==> config.mk <==
export PLATFORM = sky130hd
export DESIGN_NAME = dmi_master_flat
export DESIGN_NICKNAME = d
export VERILOG_FILES = /design/src/rtl/dmi_pkg.sv /design/src/rtl/dmi_master_if.sv /design/src/rtl/dmi_master.sv /design/src/flat_wrapper.sv
export SDC_FILE = /design/constraint.sdc
export NUM_CORES = 1
export LEC_CHECK = 0
export CAP_MARGIN = 20
export CORE_AREA = 2 2 100 102
export DETAILED_ROUTE_END_ITERATION = 16
export DIE_AREA = 0 0 102 104
export PLACE_DENSITY_LB_ADDON = 0.12
export RECOVER_POWER = 100
export SYNTH_ARGS = -nofsm -noshare
export SYNTH_HDL_FRONTEND = slang
export SYNTH_SLANG_ARGS = --single-unit
export TNS_END_PERCENT = 100
==> constraint.sdc <==
create_clock -name clk_i -period 2.4 [get_ports clk_i]
set_input_delay 0.72 -clock clk_i [delete_from_list [all_inputs] [get_ports clk_i]]
set_output_delay 0.72 -clock clk_i [all_outputs]
set_load 0.05 [all_outputs]
==> src/rtl/dmi_pkg.sv <==
// dmi_pkg: DMI op/resp/status codes, request/response field positions and FSM encoding for dmi_master.
package dmi_pkg;
  localparam logic [1:0] OP_READ = 2'd1;
  localparam logic [1:0] OP_WRITE = 2'd2;
  localparam logic [1:0] RESP_OK = 2'd0;
  localparam logic [1:0] RESP_RSVD = 2'd1;
  localparam logic [1:0] RESP_FAILED = 2'd2;
  localparam logic [1:0] RESP_BUSY = 2'd3;
  localparam logic [1:0] ST_OK = 2'd0;
  localparam logic [1:0] ST_TIMEOUT = 2'd1;
  localparam logic [1:0] ST_FAILED = 2'd2;
  localparam logic [1:0] ST_BUSY = 2'd3;
  localparam int REQ_W = 41;
  localparam int REQ_ADDR_LSB = 34;
  localparam int REQ_DATA_LSB = 2;
  localparam int RESP_W = 34;
  localparam int RESP_DATA_LSB = 2;
  localparam logic [1:0] IDLE = 2'd0;
  localparam logic [1:0] REQ = 2'd1;
  localparam logic [1:0] RESP = 2'd2;
  localparam logic [1:0] DONE = 2'd3;
  // The reserved code is treated like a failure.
  function automatic logic [1:0] resp_status(input logic [1:0] r);
    return (r == RESP_FAILED || r == RESP_RSVD) ? ST_FAILED : r == RESP_BUSY ? ST_BUSY : ST_OK;
  endfunction
endpackage

==> src/rtl/dmi_master_if.sv <==
// dmi_master_if: host command/response and DMI request/response signals of dmi_master.
interface dmi_master_if;
  import dmi_pkg::*;
  logic cmd_valid_i;
  logic cmd_ready_o;
  logic cmd_we_i;
  logic [6:0] cmd_addr_i;
  logic [31:0] cmd_wdata_i;
  logic rsp_valid_o;
  logic rsp_ready_i;
  logic [31:0] rsp_rdata_o;
  logic [1:0] rsp_status_o;
  logic busy_o;
  logic dmi_req_valid_o;
  logic dmi_req_ready_i;
  logic [REQ_W-1:0] dmi_req_o;
  logic dmi_resp_valid_i;
  logic dmi_resp_ready_o;
  logic [RESP_W-1:0] dmi_resp_i;
  modport master (
    input cmd_valid_i, cmd_we_i, cmd_addr_i, cmd_wdata_i, rsp_ready_i, dmi_req_ready_i, dmi_resp_valid_i, dmi_resp_i,
    output cmd_ready_o, rsp_valid_o, rsp_rdata_o, rsp_status_o, busy_o, dmi_req_valid_o, dmi_req_o, dmi_resp_ready_o
  );
  modport slave (
    output cmd_valid_i, cmd_we_i, cmd_addr_i, cmd_wdata_i, rsp_ready_i, dmi_req_ready_i, dmi_resp_valid_i, dmi_resp_i,
    input cmd_ready_o, rsp_valid_o, rsp_rdata_o, rsp_status_o, busy_o, dmi_req_valid_o, dmi_req_o, dmi_resp_ready_o
  );
endinterface

==> src/rtl/dmi_master.sv <==
// dmi_master: host command to DMI request/response bridge with per-attempt timeout;
// define DMI_MASTER_BUSY_RETRY_EN to re-issue requests answered with busy (up to MaxRetries).
module dmi_master
  import dmi_pkg::*;
#(
  parameter int TimeoutCycles = 1023,
  parameter int MaxRetries = 15
) (
  input logic clk_i,
  input logic rst_i,
  dmi_master_if.master bus
);
`ifdef DMI_MASTER_BUSY_RETRY_EN
  localparam bit RetryEn = 1'b1;
`else
  localparam bit RetryEn = 1'b0;
`endif
  localparam int CW = $clog2(TimeoutCycles + 1);
  localparam int RW = $clog2(MaxRetries + 2);
  logic [1:0] state;
  logic [CW-1:0] cnt;
  logic [RW-1:0] rty;
  logic [6:0] addr;
  logic we;
  logic [31:0] wdata;
  logic [31:0] rdata;
  logic [1:0] status;
  logic [1:0] resp;
  logic timeout;
  logic retry;
  // The last allowed cycle of an attempt is the abort cycle; a response arriving in it still wins.
  always_comb begin
    resp = bus.dmi_resp_i[RESP_DATA_LSB-1:0];
    timeout = (state == REQ || state == RESP) && cnt == CW'(TimeoutCycles - 1);
    retry = RetryEn && resp == RESP_BUSY && rty < RW'(MaxRetries);
    bus.cmd_ready_o = state == IDLE && !rst_i;
    bus.busy_o = state != IDLE;
    bus.dmi_req_valid_o = state == REQ;
    bus.dmi_resp_ready_o = state == RESP;
    bus.rsp_valid_o = state == DONE;
    bus.rsp_rdata_o = rdata;
    bus.rsp_status_o = status;
    bus.dmi_req_o = '0;
    if (state == REQ) begin
      bus.dmi_req_o[REQ_ADDR_LSB +: 7] = addr;
      bus.dmi_req_o[REQ_DATA_LSB +: 32] = we ? wdata : 32'h0;
      bus.dmi_req_o[REQ_DATA_LSB-1:0] = we ? OP_WRITE : OP_READ;
    end
  end
  always_ff @(posedge clk_i) begin
    if (rst_i) begin
      state <= IDLE;
      cnt <= '0;
      rty <= '0;
      addr <= '0;
      we <= 1'b0;
      wdata <= '0;
      rdata <= '0;
      status <= ST_OK;
    end else begin
      if (state == REQ || state == RESP) cnt <= cnt == CW'(TimeoutCycles) ? cnt : cnt + CW'(1);
      case (state)
        IDLE: if (bus.cmd_valid_i) begin
          state <= REQ;
          cnt <= '0;
          rty <= '0;
          addr <= bus.cmd_addr_i;
          we <= bus.cmd_we_i;
          wdata <= bus.cmd_wdata_i;
        end
        REQ: if (timeout) begin
          state <= DONE;
          status <= ST_TIMEOUT;
          rdata <= '0;
        end else if (bus.dmi_req_ready_i) state <= RESP;
        RESP: if (bus.dmi_resp_valid_i) begin
          state <= retry ? REQ : DONE;
          rdata <= bus.dmi_resp_i[RESP_DATA_LSB +: 32];
          status <= resp_status(resp);
          if (retry) begin
            rty <= rty + RW'(1);
            cnt <= '0;
          end
        end else if (timeout) begin
          state <= DONE;
          status <= ST_TIMEOUT;
          rdata <= '0;
        end
        default: if (bus.rsp_ready_i) state <= IDLE;
      endcase
    end
  end
endmodule

==> src/flat_wrapper.sv <==
// flat-port wrapper written by rule: the top's interface ports become plain ports
module dmi_master_flat import dmi_pkg::*;
#(
  parameter int TimeoutCycles = 1023,
  parameter int MaxRetries = 15
)
  (clk_i, rst_i, bus_cmd_valid_i, bus_cmd_we_i, bus_cmd_addr_i, bus_cmd_wdata_i, bus_rsp_ready_i, bus_dmi_req_ready_i, bus_dmi_resp_valid_i, bus_dmi_resp_i, bus_cmd_ready_o, bus_rsp_valid_o, bus_rsp_rdata_o, bus_rsp_status_o, bus_busy_o, bus_dmi_req_valid_o, bus_dmi_req_o, bus_dmi_resp_ready_o);
  dmi_master_if bus_i ();
  input logic clk_i;
  input logic rst_i;
  input wire logic [$bits(bus_i.cmd_valid_i)-1:0] bus_cmd_valid_i;
  input wire logic [$bits(bus_i.cmd_we_i)-1:0] bus_cmd_we_i;
  input wire logic [$bits(bus_i.cmd_addr_i)-1:0] bus_cmd_addr_i;
  input wire logic [$bits(bus_i.cmd_wdata_i)-1:0] bus_cmd_wdata_i;
  input wire logic [$bits(bus_i.rsp_ready_i)-1:0] bus_rsp_ready_i;
  input wire logic [$bits(bus_i.dmi_req_ready_i)-1:0] bus_dmi_req_ready_i;
  input wire logic [$bits(bus_i.dmi_resp_valid_i)-1:0] bus_dmi_resp_valid_i;
  input wire logic [$bits(bus_i.dmi_resp_i)-1:0] bus_dmi_resp_i;
  output wire logic [$bits(bus_i.cmd_ready_o)-1:0] bus_cmd_ready_o;
  output wire logic [$bits(bus_i.rsp_valid_o)-1:0] bus_rsp_valid_o;
  output wire logic [$bits(bus_i.rsp_rdata_o)-1:0] bus_rsp_rdata_o;
  output wire logic [$bits(bus_i.rsp_status_o)-1:0] bus_rsp_status_o;
  output wire logic [$bits(bus_i.busy_o)-1:0] bus_busy_o;
  output wire logic [$bits(bus_i.dmi_req_valid_o)-1:0] bus_dmi_req_valid_o;
  output wire logic [$bits(bus_i.dmi_req_o)-1:0] bus_dmi_req_o;
  output wire logic [$bits(bus_i.dmi_resp_ready_o)-1:0] bus_dmi_resp_ready_o;
  assign bus_i.cmd_valid_i = bus_cmd_valid_i;
  assign bus_i.cmd_we_i = bus_cmd_we_i;
  assign bus_i.cmd_addr_i = bus_cmd_addr_i;
  assign bus_i.cmd_wdata_i = bus_cmd_wdata_i;
  assign bus_i.rsp_ready_i = bus_rsp_ready_i;
  assign bus_i.dmi_req_ready_i = bus_dmi_req_ready_i;
  assign bus_i.dmi_resp_valid_i = bus_dmi_resp_valid_i;
  assign bus_i.dmi_resp_i = bus_dmi_resp_i;
  assign bus_cmd_ready_o = bus_i.cmd_ready_o;
  assign bus_rsp_valid_o = bus_i.rsp_valid_o;
  assign bus_rsp_rdata_o = bus_i.rsp_rdata_o;
  assign bus_rsp_status_o = bus_i.rsp_status_o;
  assign bus_busy_o = bus_i.busy_o;
  assign bus_dmi_req_valid_o = bus_i.dmi_req_valid_o;
  assign bus_dmi_req_o = bus_i.dmi_req_o;
  assign bus_dmi_resp_ready_o = bus_i.dmi_resp_ready_o;
  dmi_master #(.TimeoutCycles(TimeoutCycles), .MaxRetries(MaxRetries)) u_core (.clk_i(clk_i), .rst_i(rst_i), .bus(bus_i));
endmodule
; After elaboration in Yosys (flattened, before gate mapping)
; Index checks and enable logic that the tools add are counted.
[classes]
order_cmp = 0
addsub = 1
mux = 22
n_div = 0
n_eq_ne = 11
n_mul = 0
n_bitwise = 0
n_reduce_logical = 11
shift = 0
[op_table]
columns = operator, count
row1 = $mux W32, 3
row2 = $pmux W32 S2, 1
row3 = $mux W41, 1
row4 = $mux W10, 4
row5 = $mux W2, 11
row6 = $eq A10 B10 Y1 const B, 2
row7 = $add A10 B1 Y10 const B, 1
row8 = $eq A2 B2 Y1 const B, 4
row9 = $ne A3 B2 Y1 const B, 2
row10 = $pmux W2 S3, 1
row11 = $eq A2 B1 Y1 const B, 2
row12 = $pmux W2 S2, 1
row13 = $reduce_and A4 Y1, 1
row14 = $reduce_bool A2 Y1, 2
row15 = $reduce_bool A4 Y1, 1
row16 = $logic_and A1 B1 Y1, 2
row17 = $logic_not A2 Y1, 1
row18 = $logic_or A1 B1 Y1, 2
row19 = $ne A2 B2 Y1 const B, 1
row20 = $reduce_and A2 Y1, 1
row21 = $logic_not A1 Y1, 1
[word_totals]
mem_bits_rw = 0
mem_bits_ro = 0
reg_bits = 86
wordCells = 52
n_memories = 0
latch_bits = 0
output_inout_bits = 80

; Logic depth before layout (Yosys ltp)
[logic_depth]
ltp_word = 6
mapped_depth = 8
depth_no_buf = 6

; Worst setup path before layout
; Ideal clock, no wire load.
[synth_path]
path_type = input to output
startpoint = in rst_i
endpoint = out bus_cmd_ready_o
slack_ns = -0.269
cell_stages = 4
t_arrival_ns = 1.949
path_cell_list = clkbuf_1 clkbuf_1 clkbuf_1 nor2_1
[synth_between]
elab_chain_cells = 2
[synth_lines]
columns = item, line_no
row1 = "start, declared", flat_wrapper.sv:10  ; input logic rst_i;
row2 = $logic_not A1 Y1, dmi_master.sv:36  ; bus.cmd_ready_o = state == IDLE && !rst_i;
row3 = $logic_and A1 B1 Y1, dmi_master.sv:36
row4 = "end, declared", flat_wrapper.sv:19  ; output wire logic [$bits(bus_i.cmd_ready_o)-1:0] bus_cmd_ready_o;
; Every way passes these cells.

; Worst setup path in the final report
[layout_path]
startpoint = reg u_core.state[1]
endpoint = out bus_dmi_req_o[19]
[layout_between]
elab_chain_cells = 2
[layout_lines]
columns = item, line_no
row1 = "start, declared", dmi_master.sv:20  ; logic [1:0] state;
row2 = "start signal, assigned", dmi_master.sv:77  ; state <= retry ? REQ : DONE;
row3 = $eq A2 B1 Y1, dmi_master.sv:44  ; if (state == REQ) begin
row4 = $mux W41, dmi_master.sv:44
row5 = "end, declared", flat_wrapper.sv:25  ; output wire logic [$bits(bus_i.dmi_req_o)-1:0] bus_dmi_req_o;
; Every way passes these cells.

==> metrics.cfg <==
[final_layout]
syn2layout_area_growth_pct = 61.64
num_antenna_cells = 0
multi_input_area_sq_mm = 0.001793
seqCellArea_sq_mm = 0.001723
drive_above_1_share_pct = 18.54
final_nets = 661
fillers = 811
design_area_sq_mm = 0.005984

[global_route]
grt_pass1_wl_mm = 16.33
grt_pass1_vias = 3334
grt_usage_pct = 18.96
grt_max_degree = 44
grt_overflow = 0
antenna_found_initial = 0

[critical_path]
rrSetupSlack_ns = 0.21
cp_max_fo = 22
crit_arrival_ns = 1.60
cp_slowest_cell = dfxtp_2
crit_path_max_incr_delay_ns = 0.35
ff2ff_path_depth = 6
worstReg2RegEnd = u_core.bus.rsp_status_o[0]$_SDFFE_PP0N_
crit_path_start_kind = register
r2r-start = u_core.state[0]$_SDFFE_PP0P_
crit_path_end_kind = output pin
path_cells = inv_1 -> ha_4 -> buf_12 -> and3_1 -> clkbuf_4
critical_path_class = reg -> out
required_ns = 1.68

[worst_hold_path]
holdPathEnd = u_core.wdata[15]$_SDFFE_PP0P_
hp-class = reg -> reg
hold-path-cell-count = 2
hp-start = u_core.wdata[15]$_SDFFE_PP0P_

[route]
drc = 0
drt_first_pass_iters = 4
ant_nets = 0
vias_per_cell = 4.887
drtIter0Drc = 136
totalWireLength_mm = 10.36
wl_per_cell_um = 14.59
num_vias = 3470

[floorplan]
placementRows = 36
dieArea_sq_mm = 0.01061
core-area_sq_mm = 0.009549
initial_core_util_pct = 38.77
die_w_um = 102
die_h_um = 104
ioPinCount = 160

[cts]
cts_buffers = 9
cts_max_path_buffers = 2
postCtsSetupBuffers = 0
ctsRootBufferMaster = clkbuf_8
clkLatencyLatePin_ns = 0.34
clk_pin_slew_ns = 0.08
cts_tree = done
cts.repair.resized = 0
cts_hold_buffers = 0
cts_sinks = 86
htree_levels = 3

[logic_synthesis]
yosysUniqueCellTypes = 39
seq_area_frac_synth_pct = 46.50
yosysWarnings = 0
syn_inst = 427
yosys_register_bits = 86
syn-num-nets = 514
syn_avg_cell_area_sq_um = 8.670
synth_area_sq_mm = 0.003702

[timing]
worst_pin_slew_ns = 0.8916
max_slew_margin_pct = 40.56
fin_setup_tns_ns = 0
fin_skew_ns = 0.01057
hold_viol = 0
period_share_pct = 96.70
period_needed_ns = 2.321
rsz0062_at_grt = no
fin_ws_ns = 0.07925
setup_viol = 0
final_max_slew_viol_count = 0
timing.fmax_mhz = 430.9

[run]
cap_violations = 0

[placement]
hpwlAfterDp_mm = 7.202
place.gp.congestion = 0.7580
io_buffers = 159
placed_cell_area_sq_mm = 0.005868
dpl_worst_slack_ns = 0.2784

[pwr]
p_total_mw = 4.200
powerDensity_mw_per_mm2 = 701.8
peakVddDrop_v = 0.0003554
power.leakage_nw = 2.407

[run_status]
status = finished, final reports clean

==> power breakdown <==
group	internal, mW	switching (mW)	leakage, nW
Clock	0.602	0.486	0.104
Sequential	1.57	0.0792	0.700
Combinational	0.591	0.869	1.60
==> worst max-delay path, delay by kind of cell (launching register included) <==
kind / cells / cell delay (ns)
buffers and inverters: 3 / 0.53
flip-flops: 1 / 0.35
adder cells (fa/ha/maj): 1 / 0.21
AND/OR/NAND/NOR: 1 / 0.17
==> cells in the final DEF (no fill, tap or decap), drive strengths merged, types with 6 or more instances in the layout <==
master / n
dfxtp: 86
nand2: 86
nor2: 39
dlygate4sd3: 23
and2: 9
a21oi: 47
inv: 9
a22oi: 32
buf: 44
nand3: 6
clkbuf: 25
and3: 35
clkdlybuf4s50: 89
ha: 7
o21ai: 6
==> cells in the mapped netlist (all sizes together) <==
cell type,number,share of area (%)
a21o,1,0.20
or4b,1,0.27
o31a,2,0.47
a221oi,1,0.41
buf,10,2.1
a211o,1,0.24
mux2i,2,0.54
nand2,86,8.7
or3,3,0.51
nor3,1,0.14
clkbuf,25,2.5
xor2,1,0.24
dfxtp,86,47
and2,9,1.5
nor2b,2,0.34
o32ai,1,0.44
o21ai,6,0.81
o21a,2,0.41
xnor2,1,0.24
o311ai,1,0.24
o31ai,3,0.61
nand4,2,0.74
nand3,6,0.95
nand2b,1,0.17
nor4,2,0.34
inv,9,0.91
and3,35,5.9
o2111ai,1,0.24
a21oi,47,6.4
and4,1,0.24
nor2,39,4.0
a22oi,32,10
ha,7,2.4
==> worst max-delay path by stage <==
stage | from | to | slack [ns] | cells past startpoint
finish | u_core.state[1]$_SDFFE_PP0P_ | bus_dmi_req_o[19] | 0.08 | 5
global route | u_core.state[1]$_SDFFE_PP0P_ | bus_dmi_req_o[18] | 0.02 | 5
CTS | u_core.state[1]$_SDFFE_PP0P_ | bus_dmi_req_o[18] | 0.04 | 5
detailed placement | u_core.cnt[1]$_SDFF_PP0_ | u_core.cnt[1]$_SDFF_PP0_ | 0.28 | 5
global placement | bus_dmi_resp_valid_i | u_core.bus.rsp_status_o[0]$_SDFFE_PP0N_ | 0.37 | 5
floorplan | rst_i | bus_cmd_ready_o | -0.05 | 4
==> per-layer routing <==
layer | wire, um | GRT usage, % | vias to the layer above
met5 | 0 | 0 | -
met4 | 147 | 4.762 | 0
met3 | 707 | 7.056 | 8
met2 | 4945 | 29.79 | 102
met1 | 4561 | 24.52 | 1615
li1 | - | - | 1745
==> layout make-up <==
cell class / instances / share of cell area (%)
clock buffer: 10 / 2.300
clock inverter: 4 / 1.213
inverter: 9 / 0.5645
multi-input combinational: 297 / 29.96
sequential: 86 / 28.79
tap: 133 / 2.781
timing repair buffer: 171 / 34.39
==> state kept, by name (all words and copies together), names as in the netlist <==
register                 cells
u_core.bus.rsp_rdata_o      32
u_core.state                 2
u_core.wdata                32
u_core.we                    1
u_core.bus.rsp_status_o      2
u_core.addr                  7
u_core.cnt                  10
==> metrics by stage <==
| step | hold slack, ns | cells | utilization [%] |
|---|---|---|---|
| 2_1_floorplan | 0.4317 | 427 | - |
| 3_3_place_gp | 0.4371 | 694 | 61.45 |
| 3_5_place_dp | 0.4430 | 694 | 61.45 |
| 4_1_cts | 0.4531 | 708 | 63.65 |
| 5_1_grt | 0.4691 | 710 | 62.67 |
| 6_report | 0.4505 | 710 | 62.67 |
==> cell families (layout without fill, tap and decap cells) <==
group	count (synthesis)	in the layout	share of synthesized area (%)
AO/OA/AOI/OAI	98	98	20.82
XOR/XNOR	2	2	0.4732
adder cells (fa/ha/maj)	7	7	2.366
buffers and inverters	44	194	5.508
flip-flops	86	86	46.50
multiplexers	2	2	0.5407
AND/OR/NAND/NOR	188	188	23.79
(Power assumes the default switching activity.)
